<file path="config.mk">
export PLATFORM = sky130hd
export DESIGN_NAME = pisca_monitor
export DESIGN_NICKNAME = d
export VERILOG_FILES = /design/src/rtl/pisca_monitor.sv
export SDC_FILE = /design/constraint.sdc
export NUM_CORES = 1
export LEC_CHECK = 0
export ABC_AREA = 1
export CAP_MARGIN = 20
export CORE_ASPECT_RATIO = 1.4
export CORE_UTILIZATION = 34
export DETAILED_ROUTE_END_ITERATION = 8
export DONT_BUFFER_PORTS = 1
export HOLD_SLACK_MARGIN = 0.06
export PLACE_DENSITY = 0.48
export SETUP_SLACK_MARGIN = 0.05
export SLEW_MARGIN = 10
export SYNTH_ARGS = -nofsm -noshare
export SYNTH_HDL_FRONTEND = slang
export SYNTH_SLANG_ARGS = --single-unit
</file>
<file path="constraint.sdc">
create_clock -name clk -period 1.4 [get_ports clk]
set_input_delay 0.42 -clock clk [delete_from_list [all_inputs] [get_ports clk]]
set_output_delay 0.42 -clock clk [all_outputs]
set_load 0.1 [all_outputs]
</file>
<file path="src/rtl/pisca_monitor.sv">
// Receive-side blink monitor: synchronizes an asynchronous blink input and reports
// its period, high time and blink count, and flags a stuck (non-toggling) input.
module pisca_monitor #(
  parameter int CNT_W   = 16,
  parameter int TIMEOUT = 1000
) (
  input  logic             clk,
  input  logic             rst_n,
  input  logic             pis,
  output logic             level,
  output logic [CNT_W-1:0] period,
  output logic [CNT_W-1:0] high_time,
  output logic             period_valid,
  output logic             stuck,
  output logic [7:0]       blinks
);

  localparam logic [0:0] IDLE = 1'b0;
  localparam logic [0:0] MEAS = 1'b1;

  localparam logic [CNT_W-1:0] CNT_MAX = '1;
  localparam logic [CNT_W-1:0] TO_VAL  = CNT_W'(TIMEOUT);

  // state is kept as a named internal signal so checkers can bind to it
  logic [0:0]       state;
  logic             s1, s2, s3;
  logic [CNT_W-1:0] cnt;
  logic [CNT_W-1:0] hi_hold;
  logic             rise;
  logic             fall;
  logic             timeout;

  assign level   = s2;
  assign rise    = s2 & ~s3;
  assign fall    = ~s2 & s3;
  assign timeout = (cnt >= TO_VAL);

  always_ff @(posedge clk or negedge rst_n) begin
    if (!rst_n) begin
      s1 <= 1'b0;
      s2 <= 1'b0;
      s3 <= 1'b0;
    end else begin
      s1 <= pis;
      s2 <= s1;
      s3 <= s2;
    end
  end

  // cnt holds the number of cycles since the last rise, saturating at all-ones
  always_ff @(posedge clk or negedge rst_n) begin
    if (!rst_n) begin
      cnt <= '0;
    end else if (rise) begin
      cnt <= CNT_W'(1);
    end else if (cnt != CNT_MAX) begin
      cnt <= cnt + CNT_W'(1);
    end
  end

  always_ff @(posedge clk or negedge rst_n) begin
    if (!rst_n) begin
      state        <= IDLE;
      hi_hold      <= '0;
      period       <= '0;
      high_time    <= '0;
      period_valid <= 1'b0;
      stuck        <= 1'b0;
      blinks       <= 8'd0;
    end else begin
      period_valid <= 1'b0;
      if (rise) begin
        // a rise always wins over a coincident timeout
        stuck  <= 1'b0;
        blinks <= blinks + 8'd1;
        if (state == MEAS) begin
          period       <= cnt;
          high_time    <= hi_hold;
          period_valid <= 1'b1;
        end
        state <= MEAS;
      end else begin
        if (fall && (state == MEAS)) begin
          hi_hold <= cnt;
        end
        if (timeout) begin
          stuck <= 1'b1;
          state <= IDLE;
        end
      end
    end
  end

endmodule

</file>
==> flow_summary.json, run 1 <==
{
  "synth_cells": 379,
  "antennaDiodeCount": 0,
  "ir_drop_mv": 1.19,
  "reg2reg_to": "blinks[5]",
  "drcViolationCount": 0,
  "dieArea_um2": 10300,
  "slowest_stage": "dfrtp_4",
  "ys_ff_latch": 78,
  "syn-num-nets": 385,
  "area_delta_synth_final_pct": 49.0,
  "critPathTopFamily": "flip-flops",
  "power_frac_seq_pct": 38.4,
  "grt.total_usage_pct": 16.8,
  "postPlaceCellArea_um2": 4130,
  "grt_max_degree": 79,
  "seq_area_frac_synth_pct": 58.0,
  "yosys_most_used_dff": "dfrtp_1",
  "finalSetupViolCount": 4,
  "synth_area_leader_cell": "dfrtp_1",
  "portBuffers": 0,
  "power_switching_mw": 2.87,
  "drt-initial-drc-count": 88,
  "drive_gt1_share_pct": 31.0,
  "hpwlAfterDp_um": 5390,
  "routedWlPerCell_um": 13.4,
  "core_area_um2": 9510,
  "ctsRootBufferMaster": "clkbuf_16",
  "path_class": "register to primary output",
  "worstSetupStartpointType": "register",
  "hold_class": "input port to async pin",
  "arrival_ns": 1.01,
  "start_util_pct": 35.4,
  "placed_cells": 561,
  "htree_num_levels": 3,
  "clkSlewWorstSetupHoldPaths_ns": 0.05,
  "synth_most_common_cell": "nand2_1",
  "rows": 42,
  "boundaryPins": 46,
  "cts_tree": "yes",
  "cts_buffers": 9,
  "power_density_nw_per_um2": 1520,
  "yosysWarnings": 0,
  "end_kind": "primary output",
  "crit_buf_inv": 1,
  "worstRegToRegCells": 7,
  "grt_remaining_overflow": 0,
  "critPathRequiredTime_ns": 0.98,
  "cap_violations": 0,
  "first_pass_iters": 4,
  "crit_chain": "buf_12",
  "finalWeightedCongestion": 0.810,
  "clockBufferDepth": 2,
  "grt_pass1_wl_um": 13200,
  "fin_hold_ws_ns": -0.218,
  "antenna_found_initial": 0,
  "syn_area_per_cell_um2": 8.87,
  "synth_edf_count": 0,
  "layout.nets": 476,
  "swShare_pct": 37.6,
  "cp_max_fo": 2,
  "max_freq_mhz": 700,
  "p_comb_share_pct": 31.7,
  "wirelength_um": 8100,
  "period_needed_ns": 1.43,
  "die_h_um": 120,
  "status": "finished, violations left",
  "layout.cells.non_filler": 606,
  "async_reset_ff_share_pct": 100,
  "reg2reg_setup_slack_ns": 0.08,
  "worst_pin_slew_ns": 0.357,
  "hold_violations": 78,
  "p_leak_nw": 2.50,
  "p_int_mw": 4.76,
  "synth_common_cells": "144 x nand2_1, 78 x dfrtp_1, 34 x inv_1",
  "p_clk_share_pct": 30.0,
  "synth_top_area_share_pct": 58.0,
  "fillers": 897,
  "vias": 2739,
  "finalInstanceArea_um2": 5010,
  "vias_per_cell": 4.52,
  "yosysUniqueCellTypes": 25,
  "fin_skew_ns": 0.00473,
  "numClockSinks": 78,
  "slew_headroom_pct": 76.2,
  "finalMaxSlewViolations": 0,
  "reg2reg_from": "level",
  "grt_pass1_vias": 2693,
  "violations": "negative hold slack, negative setup slack",
  "fin_crit_sh_pct": 102,
  "synth.area.top_cells": "dfrtp_1 58%, nand2_1 16%, o21ai_0 4.2%",
  "final.setup.worst_slack_ns": -0.0290,
  "clk_latency_ns": 0.33,
  "slowest_delay_ns": 0.50,
  "ant_nets": 0,
  "die_w_um": 86.1,
  "rsz0062_at_grt": "yes",
  "syn_area_um2": 3360
}
==> worst max path at each step <==
stage	cells after the start	to	start	slack, ns
global placement	6	cnt[0]	cnt[0]	-0.004
CTS	1	level	level	-0.04
global route	1	level	level	-0.05
detailed placement	6	cnt[9]	cnt[0]	-0.01
floorplan	9	high_time[0]	level	-0.15
finish	1	level	level	-0.03
==> layout make-up <==
cell class	instances	area (µm²)	share of cell area, %
clock buffers	11	243	4.84
clock inverters	4	47.5	0.949
inverters	37	146	2.92
multi-input cells	252	1280	25.6
flip-flops and latches	78	1970	39.4
well taps	132	165	3.30
repair buffers	92	1150	22.9
==> layout by cell type, fill, tap and decap left out, drive strengths merged, types with 2 or more instances in the layout <==
cell type / instances
nor2: 21
nand2: 144
nand4: 9
xor2: 5
clkinv: 2
nand3: 28
ha: 3
inv: 37
buf: 91
o21ai: 38
clkbuf: 12
dfrtp: 78
==> flip-flops by register name (all words and copies together) (netlist names) <==
name	count
s3	1
period_valid	1
blinks	8
period	16
s1	1
high_time	16
state	1
hi_hold	16
stuck	1
cnt	16
level	1
==> logic make-up after synthesis <==
| logic type | Yosys count | synth area share [%] |
|---|---|---|
| DFF | 78 | 58.0 |
| xor gates and xnor gates | 5 | 1.30 |
| and+or+nand+nor | 204 | 26.4 |
| adders and majority gates | 3 | 1.12 |
| buffers and inverters | 49 | 6.62 |
| AOI/OAI and AO/OA | 40 | 6.55 |
==> repair_timing <==
| item | CTS | global route |
|---|---|---|
| endpoints found under the hold margin | 78 | 78 |
| gates cloned | 0 | 1 |
| resized for setup | 51 | 41 |
| endpoints found under the setup margin | 84 | 51 |
| pin swaps | 4 | 9 |
| setup buffers | 16 | 13 |
==> power groups by stage <==
stage | Combinational (mW) | Sequential, mW | Clock, mW
after global routing | 2.53 | 2.97 | 2.43
after CTS | 2.32 | 2.90 | 2.36
final | 2.41 | 2.93 | 2.28
after floorplan | 0.409 | 3.97 | 0
after detailed placement | 2.00 | 2.90 | 0
after global placement | 1.98 | 2.90 | 0
==> through the flow <==
step	hold slack (ns)	power, mW	utilization (%)	TNS [ns]	setup WS, ns
after detailed placement	0.126	4.90	43.4	-0.0646	-0.0123
after global placement	0.127	4.88	43.4	-0.00434	-0.00434
final	-0.218	7.62	52.7	-0.0629	-0.0290
after CTS	-0.234	7.57	49.8	-0.113	-0.0426
after floorplan	0.124	4.38	-	-4.46	-0.154
after global routing	-0.233	7.93	52.7	-0.146	-0.0463
==> metal layers <==
| layer | wire length [µm] | part of all wire, % | GRT usage (%) |
|---|---|---|---|
| met5 | 0 | 0 | 0 |
| met4 | 150 | 1.9 | 7.81 |
| met3 | 190 | 2.3 | 3.44 |
| met2 | 4220 | 52 | 28.0 |
| met1 | 3540 | 44 | 20.7 |
Note: power is estimated with default switching activity, not from simulation.
==> run 2: changes to the inputs <==
ABC_AREA = 0   (was 1)
==> run 2 against run 1 <==
The run ends with design-rule violations, negative hold slack, negative setup slack left. Sequential power is 3% lower. Sequential share of layout area is 5.0 points lower. Utilization is 8.3 points higher. Maximum frequency is 9.4% lower. Critical endpoint is now cnt[14]. Non-clock buffer count is 43 higher. Highest routed layer unchanged.
==> flow_summary.json, run 2 <==
{
  "status": "finished, violations left",
  "violations": "design-rule violations, negative hold slack, negative setup slack",
  "seq_area_frac_synth_pct": 59.7,
  "htree_num_levels": 3,
  "syn_area_per_cell_um2": 12.5,
  "clkSlewWorstSetupHoldPaths_ns": 0.06,
  "rows": 42,
  "worstRegToRegCells": 5,
  "multiInputGateArea_um2": 1670,
  "die_w_um": 84.9,
  "placed_cells": 456,
  "finalWeightedCongestion": 0.805,
  "ir_drop_mv": 1.40,
  "core_area_um2": 9410,
  "fin_crit_sh_pct": 113,
  "boundaryPins": 46,
  "drive_gt1_share_pct": 61.6,
  "async_reset_ff_share_pct": 100,
  "synth_common_cells": "78 x dfrtp_1, 40 x mux2_2, 24 x nand2_1",
  "synth_top_area_share_pct": 59.7,
  "fillers": 734,
  "area_delta_synth_final_pct": 75.5,
  "arrival_ns": 1.78,
  "final.setup.worst_slack_ns": -0.177,
  "fin_skew_ns": 0.00784,
  "p_leak_nw": 2.73,
  "cp_max_fo": 3,
  "reg2reg_from": "cnt[0]",
  "portBuffers": 0,
  "worst_pin_slew_ns": 0.317,
  "fin_setup_tns_ns": -1.43,
  "grt_pass1_vias": 2640,
  "vias_per_cell": 5.01,
  "swShare_pct": 35.9,
  "fin_hold_ws_ns": -0.222,
  "syn-num-nets": 268,
  "layout.nets": 403,
  "wirelength_um": 8510,
  "layout.cells.non_filler": 511,
  "grt_pass1_wl_um": 13800,
  "critPathRequiredTime_ns": 1.60,
  "synth.area.top_cells": "dfrtp_1 60%, mux2_2 14%, nand2_1 2.8%",
  "yosysUniqueCellTypes": 39,
  "ys_ff_latch": 78,
  "hold_violations": 78,
  "power_density_nw_per_um2": 1480,
  "slew_headroom_pct": 78.7,
  "syn_area_um2": 3270,
  "mostFrequentLayoutCells": "70 x buf_4, 64 x dfrtp_1, 39 x buf_12",
  "ctsRootBufferMaster": "clkbuf_16",
  "cts_tree": "yes",
  "worstSetupStartpointType": "register",
  "power_switching_mw": 3.06,
  "synth_cells": 262,
  "synth_most_common_cell": "dfrtp_1",
  "clk_latency_ns": 0.33,
  "cts_buffers": 9,
  "p_clk_share_pct": 29.6,
  "grt.total_usage_pct": 18.1,
  "layout.area.seq_um2": 1970,
  "drt-initial-drc-count": 154,
  "vias": 2558,
  "p_comb_share_pct": 37.1,
  "start_util_pct": 34.8,
  "finalMaxSlewViolations": 0,
  "synth_area_leader_cell": "dfrtp_1",
  "cap_violations": 0,
  "drcViolationCount": 4,
  "grt_remaining_overflow": 0,
  "synth_edf_count": 0,
  "antennaDiodeCount": 0,
  "dieArea_um2": 10000,
  "yosys_most_used_dff": "dfrtp_1",
  "first_pass_iters": 8,
  "ant_nets": 0,
  "end_kind": "register",
  "routedWlPerCell_um": 16.7,
  "max_freq_mhz": 634,
  "final_common_cell": "buf_4",
  "clockBufferDepth": 2,
  "period_needed_ns": 1.58,
  "rsz0062_at_grt": "yes",
  "hpwlAfterDp_um": 4990,
  "numClockSinks": 78,
  "finalInstanceArea_um2": 5740,
  "die_h_um": 118,
  "power_frac_seq_pct": 33.3,
  "finalSetupViolCount": 16,
  "antenna_found_initial": 0,
  "hold_class": "input port to async pin",
  "reg2reg_to": "cnt[14]",
  "reg2reg_setup_slack_ns": -0.18,
  "path_class": "register to register",
  "yosysWarnings": 0,
  "p_int_mw": 5.45,
  "grt_max_degree": 79,
  "crit_path_start": "cnt[0]",
  "postPlaceCellArea_um2": 4510
}
[run 2: kinds of logic (layout without fill, tap and decap cells)]
group / Yosys count / after routing / share of synthesized area, %
mux: 44 / 44 / 15.0
flops: 78 / 78 / 59.7
simple gates: 75 / 80 / 13.4
compound gates: 31 / 31 / 5.70
buf+inv: 23 / 157 / 2.98
xor+xnor: 8 / 8 / 2.14
fa+ha+maj: 3 / 3 / 1.15
[run 2: worst max-delay path by stage]
stage,slack (ns),cells past startpoint,end
detailed placement,-0.20,6,cnt[0]
finish,-0.18,5,cnt[14]
global placement,-0.16,5,cnt[14]
global route,-0.26,6,cnt[1]
CTS,-0.18,6,cnt[1]
floorplan,-0.22,5,high_time[10]
[run 2: power groups by stage]
stage               Clock [mW]  Sequential [mW]  Combinational (mW)
finish                    2.52             2.83                3.16
global route              2.69             2.86                3.29
CTS                       2.58             2.81                3.01
detailed placement           0             2.82                2.64
global placement             0             2.81                2.63
floorplan                    0             4.05               0.584
[run 2: cell type report]
class	instances	share of cell area [%]
clock buffer	11	4.40
clock inverter	4	1.22
inverter	7	0.458
multi-input combinational	166	29.1
sequential	78	34.4
tap	110	2.40
timing repair buffer	135	28.1
[run 2: metal layers]
metal  vias up  GRT usage (%)  wire length (µm)
li1       1212              -                 -
met4         0           6.99                78
met2        42           30.0              4550
met5         -              0                 0
met3         5           4.21               217
met1      1299           22.8              3660
[run 2: critical path, stage by stage, from the launching register on]
cell and delay, ns:
dfrtp_1 0.42, ha_4 0.20, inv_2 0.05, or4_4 0.44, o311ai_2 0.22, o41ai_1 0.11
[run 2: what timing repair did]
item | CTS | global route
cloned | 4 | 1
pin swaps | 13 | 24
hold endpoints to repair | 78 | 78
setup endpoints to repair | 103 | 96
resized for setup | 71 | 64
buffers inserted | 25 | 13
[run 2: per-stage QoR]
| stage | total power, mW | worst slack (ns) | utilization (%) |
|---|---|---|---|
| 6_report | 8.51 | -0.177 | 61.0 |
| 4_1_cts | 8.40 | -0.183 | 56.9 |
| 5_1_grt | 8.84 | -0.257 | 61.0 |
| 2_1_floorplan | 4.63 | -0.218 | - |
| 3_5_place_dp | 5.47 | -0.203 | 47.9 |
| 3_3_place_gp | 5.45 | -0.159 | 47.9 |
==> run 3: changes to the inputs <==
PLACE_DENSITY = 0.46   (was 0.48)
clock period = 1.7 ns   (was 1.4 ns; I/O delays follow)
==> run 3 against run 2 <==
The flow finishes with violations (design-rule violations, negative hold slack). Sequential cell count unchanged. Maximum frequency down 3.9%. Total power down 32%. Clock-buffer cell count up 3. Non-clock buffer count down 82. Sequential share of layout area up 13 points. Clock skew up 0.00053 ns.
==> flow_summary.json, run 3 (synthesis results as in run 2) <==
{
  "core_area_um2": 9410,
  "finalMaxSlewViolations": 0,
  "critPathRequiredTime_ns": 1.90,
  "vias_per_cell": 5.07,
  "placed_cells": 408,
  "routedWlPerCell_um": 16.3,
  "cts_tree": "yes",
  "finalWeightedCongestion": 0.817,
  "path_class": "register to register",
  "ir_drop_mv": 0.778,
  "slew_headroom_pct": 64.3,
  "mostFrequentLayoutCells": "50 x dfrtp_1, 43 x buf_4, 40 x mux2_2",
  "htree_num_levels": 3,
  "fin_crit_sh_pct": 96.6,
  "slowest_delay_ns": 0.57,
  "clkSlewWorstSetupHoldPaths_ns": 0.06,
  "end_kind": "register",
  "dieArea_um2": 10000,
  "cap_violations": 0,
  "layout.cells.non_filler": 425,
  "die_h_um": 118,
  "layout.area.seq_um2": 1990,
  "arrival_ns": 1.85,
  "cp_max_fo": 3,
  "drcViolationCount": 3,
  "worst_pin_slew_ns": 0.536,
  "die_w_um": 84.9,
  "antennaDiodeCount": 0,
  "hold_violations": 78,
  "fin_skew_ns": 0.00838,
  "fillers": 852,
  "power_density_nw_per_um2": 1380,
  "ant_nets": 0,
  "worstRegToRegCells": 5,
  "hpwlAfterDp_um": 4720,
  "crit_chain": "ha_4 > inv_2 > or4_4 > o311ai_4 > o41ai_2",
  "first_pass_iters": 8,
  "period_needed_ns": 1.64,
  "area_delta_synth_final_pct": 28.8,
  "cts_buffers": 9,
  "drt-initial-drc-count": 121,
  "worstSetupStartpointType": "register",
  "fin_hold_ws_ns": -0.133,
  "status": "finished, violations left",
  "portBuffers": 0,
  "finalSetupViolCount": 0,
  "wirelength_um": 6910,
  "grt_pass1_vias": 2253,
  "slowest_stage": "or4_4",
  "p_leak_nw": 1.94,
  "rows": 42,
  "hold_class": "input port to async pin",
  "multiInputGateArea_um2": 1280,
  "numClockSinks": 78,
  "layout.nets": 316,
  "final_common_cell": "dfrtp_1",
  "grt_remaining_overflow": 0,
  "violations": "design-rule violations, negative hold slack",
  "drive_gt1_share_pct": 46.0,
  "grt.total_usage_pct": 15.4,
  "grt_pass1_wl_um": 11600,
  "start_util_pct": 34.8,
  "antenna_found_initial": 0,
  "grt_max_degree": 79,
  "clockBufferDepth": 2,
  "boundaryPins": 46,
  "rsz0062_at_grt": "yes",
  "max_freq_mhz": 609,
  "clk_latency_ns": 0.34,
  "ctsRootBufferMaster": "clkbuf_16",
  "vias": 2155
}
## run 3: cell types whose count changed in the layout (fill, tap and decap cells not counted), moves of 15 or more
cell / before / now
dfrtp_2: 12 / 27
buf_6: 23 / 0
mux2_4: 27 / 0
buf_4: 70 / 43
mux2_2: 13 / 40
buf_12: 39 / 10
## run 3: final timing paths
path / from / to / slack, ns
max: cnt[0] / cnt[14] / 0.06
min: rst_n / blinks[4] / -0.13
max reg2reg: cnt[0] / cnt[14] / 0.06
min reg2reg: s1 / level / 0.36
max in group asynchronous: rst_n / period[7] / 1.69
min in group clk: pis / s1 / 0.21
## run 3: where the power goes
group	internal (mW)	total (mW)	switching, mW
Sequential	2.10	2.71	0.603
Combinational	0.454	1.43	0.978
Clock	0.985	1.67	0.687
## run 3: repair_timing
item | CTS | global route
pin swaps | 1 | 1
setup buffers | 1 | 0
resized for setup | 22 | 7
setup endpoints to repair | 23 | 7
hold endpoints to repair | 78 | 78
## run 3: cell type report
| cell class | instances | share of cell area (%) |
|---|---|---|
| multi-input cells | 161 | 30.4 |
| clock inverters | 2 | 0.238 |
| clock buffers | 14 | 5.79 |
| flip-flops and latches | 78 | 47.2 |
| well taps | 110 | 3.27 |
| repair buffers | 53 | 12.4 |
| inverters | 7 | 0.624 |
## run 3: critical path: cells and delay by family (launching register included)
kind	cells	cell delay, ns
flip-flops	1	0.39
buffers and inverters	1	0.04
adder cells (fa/ha/maj)	1	0.17
AO/OA/AOI/OAI	2	0.35
AND/OR/NAND/NOR	1	0.57
## run 3: layer usage
layer	global-route usage (%)	routed length [µm]	part of all wire (%)	vias to the layer above
li1	-	-	-	1034
met3	5.33	349	5.1	14
met2	23.5	3290	48	58
met1	18.7	3110	45	1049
met5	0	0	0	-
met4	9.00	155	2.2	0
## run 3: metrics by stage
step	utilization, %	setup slack [ns]	area [µm²]	total power [mW]	setup TNS (ns)
finish	44.8	0.0583	4210	5.81	0
global route	44.8	-0.00762	4210	6.09	-0.00762
floorplan	-	0.00960	3320	3.73	0
global placement	41.3	0.00387	3880	4.14	0
detailed placement	41.3	-0.0118	3880	4.16	-0.0118
CTS	44.4	0.0726	4180	5.88	0
